<file path="src/rtl/mem_access_ctrl.sv">
// SRAM access controller: freezes the pipeline for 1+WAIT_CYCLES cycles per load/store.
// Optional posted-write buffer enabled by defining MEM_WBUF_EN.
module mem_access_ctrl #(
  parameter int          WAIT_CYCLES = 4,
  parameter int          ADDR_W      = 18,
  parameter logic [31:0] MEM_BASE    = 32'd1024
) (
  input  logic              clk,
  input  logic              rst,
  input  logic              mem_read,
  input  logic              mem_write,
  input  logic [31:0]       alu_result,
  input  logic [31:0]       val_rm,
  input  logic [31:0]       sram_rdata,
  output logic [ADDR_W-1:0] sram_addr,
  output logic [31:0]       sram_wdata,
  output logic              sram_we_n,
  output logic              freeze,
  output logic [31:0]       rd_data,
  output logic              rd_valid
);

  localparam logic [1:0] S_IDLE   = 2'd0;
  localparam logic [1:0] S_ACCESS = 2'd1;
  localparam logic [1:0] S_DONE   = 2'd2;

  localparam logic [3:0] LAST_CNT = 4'(WAIT_CYCLES - 1);

  logic [1:0]        r_state;
  logic [3:0]        r_cnt;
  logic              r_is_write;
  logic [ADDR_W-1:0] r_sram_addr;
  logic [31:0]       r_sram_wdata;
  logic [31:0]       r_rd_data;
  logic              r_rd_valid;

  logic              w_op;
  logic              w_posted;
  logic [31:0]       w_addr_off;
  logic              w_last;

  assign w_op       = mem_read | mem_write;
  assign w_addr_off = alu_result - MEM_BASE;
  assign w_last     = (r_state == S_ACCESS) && (r_cnt == LAST_CNT);

`ifdef MEM_WBUF_EN
  assign w_posted = (r_state == S_IDLE) & mem_write & ~mem_read;
`else
  assign w_posted = 1'b0;
`endif

  assign freeze     = w_op & (r_state != S_DONE) & ~w_posted;
  assign sram_we_n  = ~((r_state == S_ACCESS) & r_is_write);
  assign sram_addr  = r_sram_addr;
  assign sram_wdata = r_sram_wdata;
  assign rd_data    = r_rd_data;
  assign rd_valid   = r_rd_valid;

  always_ff @(posedge clk or posedge rst) begin
    if (rst) begin
      r_state      <= S_IDLE;
      r_cnt        <= '0;
      r_is_write   <= 1'b0;
      r_sram_addr  <= '0;
      r_sram_wdata <= '0;
      r_rd_data    <= '0;
      r_rd_valid   <= 1'b0;
    end else begin
      r_rd_valid <= 1'b0;
      case (r_state)
        S_IDLE: begin
          if (w_op) begin
            r_sram_addr  <= ADDR_W'(w_addr_off >> 2);
            r_sram_wdata <= val_rm;
            r_is_write   <= ~mem_read;
            r_cnt        <= '0;
            r_state      <= S_ACCESS;
          end
        end
        S_ACCESS: begin
          r_cnt <= r_cnt + 4'd1;
          if (w_last) begin
            if (!r_is_write) begin
              r_rd_data  <= sram_rdata;
              r_rd_valid <= 1'b1;
            end
`ifdef MEM_WBUF_EN
            // Posted writes drain straight back to IDLE; the pipeline was never held.
            r_state <= r_is_write ? S_IDLE : S_DONE;
`else
            r_state <= S_DONE;
`endif
          end
        end
        default: r_state <= S_IDLE;
      endcase
    end
  end

endmodule

</file>
<file path="config.mk">
export PLATFORM = sky130hd
export DESIGN_NAME = mem_access_ctrl
export DESIGN_NICKNAME = d
export VERILOG_FILES = /design/src/rtl/mem_access_ctrl.sv
export SDC_FILE = /design/constraint.sdc
export NUM_CORES = 1
export LEC_CHECK = 0
export BUFFER_PORTS_ARGS = -buffer_cell sky130_fd_sc_hd__buf_4
export CORE_UTILIZATION = 45
export DETAILED_ROUTE_END_ITERATION = 10
export GPL_ROUTABILITY_DRIVEN = 1
export GPL_TIMING_DRIVEN = 0
export PLACE_DENSITY = 0.85
export SYNTH_ARGS = -nofsm -noshare
export SYNTH_HDL_FRONTEND = slang
export SYNTH_SLANG_ARGS = --single-unit
</file>
<file path="constraint.sdc">
create_clock -name clk -period 2.7 [get_ports clk]
set_clock_uncertainty 0.1 [all_clocks]
set_input_delay 0 -clock clk [delete_from_list [all_inputs] [get_ports clk]]
set_output_delay 0 -clock clk [all_outputs]
set_load 0.02 [all_outputs]
</file>
==> results of run 1 <==
[cells in the mapped netlist, types with 2 or more instances]
library cell / count / area (sq um)
a21oi_1: 14 / 70.1
a31oi_1: 6 / 37.5
buf_2: 5 / 25.0
clkbuf_1: 6 / 22.5
dfrtp_1: 90 / 2250
ha_1: 2 / 25.0
inv_1: 7 / 26.3
mux2_1: 5 / 56.3
mux2_2: 68 / 766
mux2i_1: 2 / 20.0
nand2_1: 4 / 15.0
nor2_1: 4 / 15.0
nor3_2: 2 / 20.0
o21ai_0: 3 / 15.0
o31ai_1: 2 / 15.0
o41ai_1: 2 / 17.5
or2_2: 2 / 12.5
or3_1: 2 / 12.5
or4_1: 4 / 30.0
xnor2_1: 2 / 17.5
[repair_timing]
item                                    4_1_cts  5_1_grt
hold buffers                                 95        0
endpoints found under the hold margin       125        0
endpoints found under the setup margin        0        3
gates resized for setup                       0        6
[per-layer routing]
layer | vias to the layer above | global-route usage (%) | part of all wire [%]
li1 | 1426 | - | -
met1 | 1526 | 32.2 | 38
met2 | 137 | 47.9 | 53
met3 | 34 | 4.80 | 5.1
met4 | 0 | 12.6 | 3.8
met5 | - | 0 | 0
[worst max-delay path: stages]
cell and delay (ns):
dlygate4sd3_1 0.55, buf_4 0.16, or4_1 0.52, clkbuf_4 0.20, or4b_1 0.47, a31oi_1 0.20
dlygate4sd3_1 0.57
[state kept, by name, summed over array words and instances, names as in the netlist]
signal,cells
r_is_write,1
r_state,2
r_cnt,4
rd_valid,1
sram_addr,18
sram_wdata,32
rd_data,32
[worst paths after layout]
kind,from,to,cells after the start
worst max-delay path,alu_result[14],sram_addr[16]$_DFFE_PP0P_,7
worst min-delay path,mem_write,r_cnt[0]$_DFFE_PP0P_,4
worst max register to register,r_cnt[0]$_DFFE_PP0P_,rd_data[20]$_DFFE_PP0P_,5
worst min register to register,rd_data[21]$_DFFE_PP0P_,rd_data[21]$_DFFE_PP0P_,1
max in group asynchronous,rst,sram_wdata[16]$_DFFE_PP0P_,4
min in group asynchronous,rst,sram_addr[11]$_DFFE_PP0P_,3
[layout by cell type (no fill, tap or decap), drive strengths merged, types with 3 or more instances in the layout]
| master | synthesis | layout |
|---|---|---|
| a31oi | 6 | 6 |
| buf | 5 | 175 |
| dfrtp | 90 | 90 |
| nand2 | 4 | 4 |
| clkinvlp | 0 | 4 |
| a21oi | 14 | 14 |
| nor2 | 4 | 4 |
| inv | 7 | 8 |
| o21ai | 3 | 3 |
| mux2 | 73 | 73 |
| clkbuf | 6 | 18 |
| dlygate4sd3 | 0 | 92 |
| or4 | 4 | 4 |
[logic make-up (layout without fill, tap and decap cells)]
group                    after synthesis  count (layout)  synth area share, %
AND/OR/NAND/NOR                       24              24                 4.19
flip-flops                            90              90                 63.4
multiplexers                          75              75                 23.7
XOR/XNOR                               3               3                0.739
adder cells (fa/ha/maj)                2               2                0.704
AO/OA/AOI/OAI                         31              31                 5.24
buffers and inverters                 18             297                 2.08
[area by class of cell]
class	instances	area share, %
Inverter	7	0.470
Buffer	11	0.817
Sequential cell	90	36.7
Clock buffer	11	2.31
Tap cell	102	2.08
Multi-Input combinational cell	135	20.6
Clock inverter	5	0.633
Timing Repair Buffer	263	36.3
[per-stage QoR]
stage / worst slack [ns] / hold WS, ns
6_report: 0.222 / 0.00776
3_5_place_dp: 0.371 / 0.00300
2_1_floorplan: 0.265 / -0.0143
3_3_place_gp: -0.693 / 0.0884
5_1_grt: 0.105 / 0.0279
4_1_cts: 0.0426 / 0.0139
[report_power, final]
group | total [mW] | switching, mW | leakage (nW) | internal, mW
Clock | 0.852 | 0.488 | 0.0782 | 0.364
Combinational | 3.39 | 1.71 | 1.70 | 1.68
Sequential | 2.42 | 0.403 | 1.07 | 2.02
Total | 6.66 | 2.60 | 2.85 | 4.06
==> results by stage, run 1 <==
Yosys:
- The sequential area share after synthesis is between 60% and 70%.
- Yosys mapped the design onto 31 distinct sky130hd cell types.
- The count of synthesis-stage warnings from yosys is 0.
- The post-synthesis instance total is 243.
- The number of enable-type register cells in the synthesized netlist is 0.
- When the netlist entered floorplanning its net count stood at between 300 and 400.
- The synthesized area per cell is 14.6 sq um.
- The flip-flop and latch count after synthesis is 90.
- In this run the cell area of the synthesized design comes to roughly 0.0036 sq mm.
- In the synthesized netlist the async set-or-reset flop fraction comes to 100%.
- The top flip-flop cell by instance count after synthesis is dfrtp_1.

Timing:
- Subtracting the final worst setup slack from the clock period gives 2.48 ns.
- Summed over all failing endpoints, the final setup total negative slack is 0 ns.
- The number of pins with negative max-slew slack in the final report is 0.
- The worst-margin pin slew is around 0.64 ns.
- Based on the critical path, the design can be clocked at up to between 400 and 500 MHz.
- Setup repair after global routing left no endpoint under its margin.
- The worst slew margin relative to its limit is 57.2%.
- In the finished design, the share of the clock period the worst path needs comes to 91.8%.
- The number of hold-slack violations in the final timing report is 0.
- Setup violations remaining at the end of the flow were counted as 0.

Clock tree:
- The sink count of the clock tree is 90.
- The number of clock buffers added by TritonCTS is 9.
- In this run the post-CTS setup repair buffer count came out at 0.
- TritonCTS built the clock tree.
- The largest buffer count on any clock path is 2.
- The clock-pin transition on the worst setup and hold timing paths is approximately 0.090 ns.
- The number of H-tree levels is 3.
- The tree is rooted in a clkbuf_8.
- The source-to-sink clock delay at the later pin of the worst-skew pair is 0.34 ns.

Status:
- The flow ran to the end, and the final reports show no timing, DRC or antenna violations.

Placed design:
- At the end of routability-driven placement, the weighted congestion stood at between 0.7 and 0.8.
- Summing all placed instances gives a cell area of 0.00499 sq mm.
- The total instance count after detailed placement is 516.
- Detailed placement ended at an HPWL of 5850 um.
- Input and output buffers added on the ports amount to 170.

Finish:
- The layout overhead on the synthesized area is 72.4%.
- 0 antenna diodes ended up in the layout.
- The register area is 0.00225 sq mm.
- Summing all multi-input logic gate instances after layout gives around 0.0013 sq mm.
- Of the cells placed in the final design, the portion with a size suffix greater than 1 is 51.3%.
- The final net count is 619.
- Once layout is complete, the utilization of the core stands at between 70 and 80%.
- Leaving out filler cells and counting taps, the final layout contains 624.
- The final-layout fill cell count is 444.
- After routing the design area is 0.00613 sq mm.

Critical path:
- STA classifies the critical path startpoint as a primary input.
- By startpoint and endpoint, the worst setup path is classified as primary input to register.
- The data required time of the critical path is 2.89 ns.
- Of all nets on the critical path, the largest fanout is 8.
- The arrival time at the worst endpoint is 2.66 ns.
- The element type at the critical path end is a register.
- The minimum setup slack among reg-to-reg paths is 0.32 ns.

Floorplan:
- The full die area is 0.00826 sq mm.
- The top-level I/O count is ~190.
- The die is between 90 and 100 um wide.
- The starting density of the core is 46.2%.
- The y dimension of the die is 90.9 um.
- The number of placement rows is 32.
- The area inside the core boundary is 0.00769 sq mm.

Run:
- The max-capacitance violation count is 0.

Global route:
- The via count of the first global-routing pass came to 3,494.
- The aggregate global routing overflow is 0.
- The first global-routing pass estimated 17,500 um of wire.
- Global routing consumed, over all layers together, 27.2% of the routing resources.
- The number of antenna violations at the first check in global routing is 0.
- Entering global routing, the biggest net connects 49 pins.

Min path:
- The worst hold path belongs to the class primary input to register.

Pwr:
- The power density over the cells is 1090 mW/mm^2.
- The design draws around 6.7 mW.
- The peak supply drop is 0.675 mV.
- For this design the static power due to leakage is 2.85 nW.

Detailed routing:
- In the final routed layout, each cell accounts on average for 17.2 um.
- The first detailed-routing pass took 6 iterations.
- The number of vias after detailed routing is 3,123.
- The post-detailed-route via-to-cell ratio is 5.00.
- The number of remaining DRC errors is 0.
- The detailed router finished its first iteration with 96 violations.
- The final layout contains routed wiring with a total length of roughly 11,000 um.
- The residual antenna-violating net count after detailed routing is 0.
Power figures use the tool's default switching activity.
==> run 2: changes to the inputs <==
Clock period 2.7 ns to 2.4 ns, I/O delays scaled along.
==> run 2 against run 1 <==
Net effect: total power is 12% higher; sequential share of layout area about the same; setup slack lost 0.065 ns; via count is 1.4% lower; clock power increased by 16%; register-to-register slack got worse by 0.13 ns; combinational power is 11% higher; design area about the same; largest cell class unchanged; critical path depth stayed put; global-route usage shrank 1.6 points; non-clock buffer count up 1; critical path type unchanged.
==> results by stage, run 2 (same netlist as run 1, synthesis figures left out) <==
Status:
- The run finished with clean final reports.

Clock tree:
- The total CTS buffers is 9.
- The sink count of the clock tree is 90.
- The post-CTS setup-driven buffer insertion count is 0.
- TritonCTS built the clock tree.
- The clock tree synthesis step divided the H-tree into 3 levels.
- The tree is rooted in a clkbuf_8.
- The clock-pin transition on the worst setup and hold timing paths is around 0.09 ns.
- The largest buffer count on any clock path is 2.
- For the worst-skew pair, the clock arrives at the later sink with an insertion delay of 0.33 ns.

Finish:
- The ratio of cells with drive above 1 in the final layout is roughly half.
- From synthesis to final layout, the design area changed by 72.5%.
- Leaving out fill and tap cells, the most frequent cell in the layout is buf_4.
- The net count of the finished layout is 620.
- The number of diodes added for antenna fixing is 0.
- The library cells used most frequently in the layout, excluding fill and tap cells, are buf_4, dlygate4sd3_1, dfrtp_1.

Global route:
- The aggregate global routing overflow is 0.
- The via count of the first global-routing pass was 3,284.
- The global-route usage over all layers is 25.5%.
- The first global-routing pass estimated 16,400 um of wire.
- The number of antenna violations at the first check in global routing came to 0.
- The pin count of the biggest net entering global routing is 33.

Floorplan:
- Row generation in the floorplan step produced 32 rows.
- The y dimension of the die is about 91 um.
- The region available for standard cell placement spans 0.00769 sq mm.
- The top-level I/O count is 185.
- The horizontal die dimension is 90.9 um.
- For this configuration, the core starts out at a cell density of 46.2%.
- The die covers roughly 0.0083 sq mm.

Timing:
- Setup repair after global routing left no endpoint under its margin.
- The maximum clock frequency is between 400 and 500 MHz.
- The aggregate negative setup slack is 0 ns.
- In the finished design, the share of the clock period the worst path needs comes to roughly 93%.
- Hold timing on the final database bottoms out at a slack of 0.0378 ns.
- The worst setup margin is 0.157 ns.
- The number of pins with negative max-slew slack in the final report is 0.
- The clock period could shrink to 2.24 ns.
- At the pin with the least slew margin, the transition time is 0.626 ns.
- The count of endpoints failing setup in the final report is 0.
- The number of hold-slack violations in the final timing report is 0.
- The worst slew margin relative to its limit is 58.2%.

Pwr:
- The portion of total power attributed to sequential cells is 36.5%.
- In this run the static leakage power is 2.84 nW.
- Of the total power, combinational logic draws about half.
- For this design the ratio of total power to cell area is 1220 mW/mm^2.
- Cell internal power was estimated by the tool at 4.64 mW.
- The net switching power is 2.84 mW.
- The share of power burned in the clock network is 13.2%.
- The switching share of power is 38.0%.
- The peak supply drop is 0.694 mV.

Placed design:
- The weighted congestion reported at the end of routability-driven placement is approximately 0.84.
- Summed over all nets, the half-perimeter wirelength after detailed placement is slightly above 6000 um.
- Buffers placed on the I/O ports in this run total 170.
- The worst setup slack after placement is between 0.1 and 0.15 ns.

Min path:
- In this run the worst hold path is classified as primary input to register.

Critical path:
- In this run the register-to-register setup slack is roughly 0.19 ns.
- The critical path in this run is classified as primary input to register.
- Along the worst path, the maximum fanout reaches 8.
- The data required time of the critical path is 2.50 ns.
- The element type at the critical path end is a register.
- STA classifies the critical path startpoint as a primary input.
- Data arrives at the worst endpoint at 2.35 ns.

Detailed routing:
- The final wirelength is 10,200 um.
- After detailed routing, the average wire length per cell comes to 16.3 um.
- In this run, the number of DRC markers left after iteration 0 of detailed routing was 56.
- The pre-antenna-repair detailed-routing pass consisted of 4 iterations.
- The number of vias after detailed routing is 3,078.
- The number of remaining DRC errors is 0.
- Once detail routing completed, the nets flagged for antenna violations numbered 0.
- After detailed routing, the number of vias per cell comes to 4.92.

Run:
- Across the run, the number of max-cap violations was 0.
-- run 2: cell types whose count changed in the layout (fill, tap and decap cells not counted), sizes merged --
cell,change
buf,+2
bufinv,+1
inv,-2
-- run 2: worst paths after layout --
kind,from,to,depth (start not counted)
max,alu_result[14],sram_addr[16]$_DFFE_PP0P_,7
min,alu_result[10],sram_addr[15]$_DFFE_PP0P_,4
max reg2reg,r_cnt[0]$_DFFE_PP0P_,rd_data[25]$_DFFE_PP0P_,5
min reg2reg,rd_data[20]$_DFFE_PP0P_,rd_data[20]$_DFFE_PP0P_,1
max in group asynchronous,rst,sram_wdata[6]$_DFFE_PP0P_,5
min in group asynchronous,rst,rd_data[9]$_DFFE_PP0P_,3
-- run 2: cell type report --
cell class / instances / area [sq um]
buffer: 11 / 47.5
clock buffer: 12 / 135
clock inverter: 4 / 52.6
fill: 457 / 1560
inverter: 7 / 30.0
multi-input combinational: 135 / 1250
sequential: 90 / 2250
tap: 102 / 128
timing repair buffer: 264 / 2240
-- run 2: power by group through the flow --
stage	clock network, mW	logic (mW)	registers (mW)
2_1_floorplan	0	1.17	3.54
3_3_place_gp	0	3.47	2.67
3_5_place_dp	0	3.56	2.72
4_1_cts	1.02	3.71	2.70
5_1_grt	1.07	3.98	2.83
6_report	0.990	3.76	2.73
-- run 2: critical path, stage by stage --
cell,delay (ns)
dlygate4sd3_1,0.55
buf_4,0.16
or4_1,0.52
buf_2,0.18
o41ai_2,0.24
dlygate4sd3_1,0.61
a31oi_1,0.09
-- run 2: stage by stage --
step	std cells	cell area, sq um	power [mW]	util, %
final	625	6130	7.48	79.8
after floorplan	243	3560	4.71	-
after global placement	515	4960	6.14	64.6
after global routing	625	6130	7.88	79.8
after CTS	625	6110	7.43	79.5
after detailed placement	517	5000	6.28	65.1
-- run 2: what timing repair did --
item                       in CTS  in global routing
gates resized for setup         0                  3
setup endpoints to repair       0                 32
hold endpoints to repair      112                  0
hold buffers                   92                  0
-- run 2: per-layer routing --
metal / share of wire [%] / wire (um) / vias up / global-route usage, %
met5: 0 / 0 / - / 0
met4: 1.7 / 172 / 0 / 9.39
met3: 5.1 / 519 / 20 / 5.05
met2: 53 / 5370 / 118 / 45.8
met1: 41 / 4150 / 1522 / 30.3
li1: - / - / 1418 / -
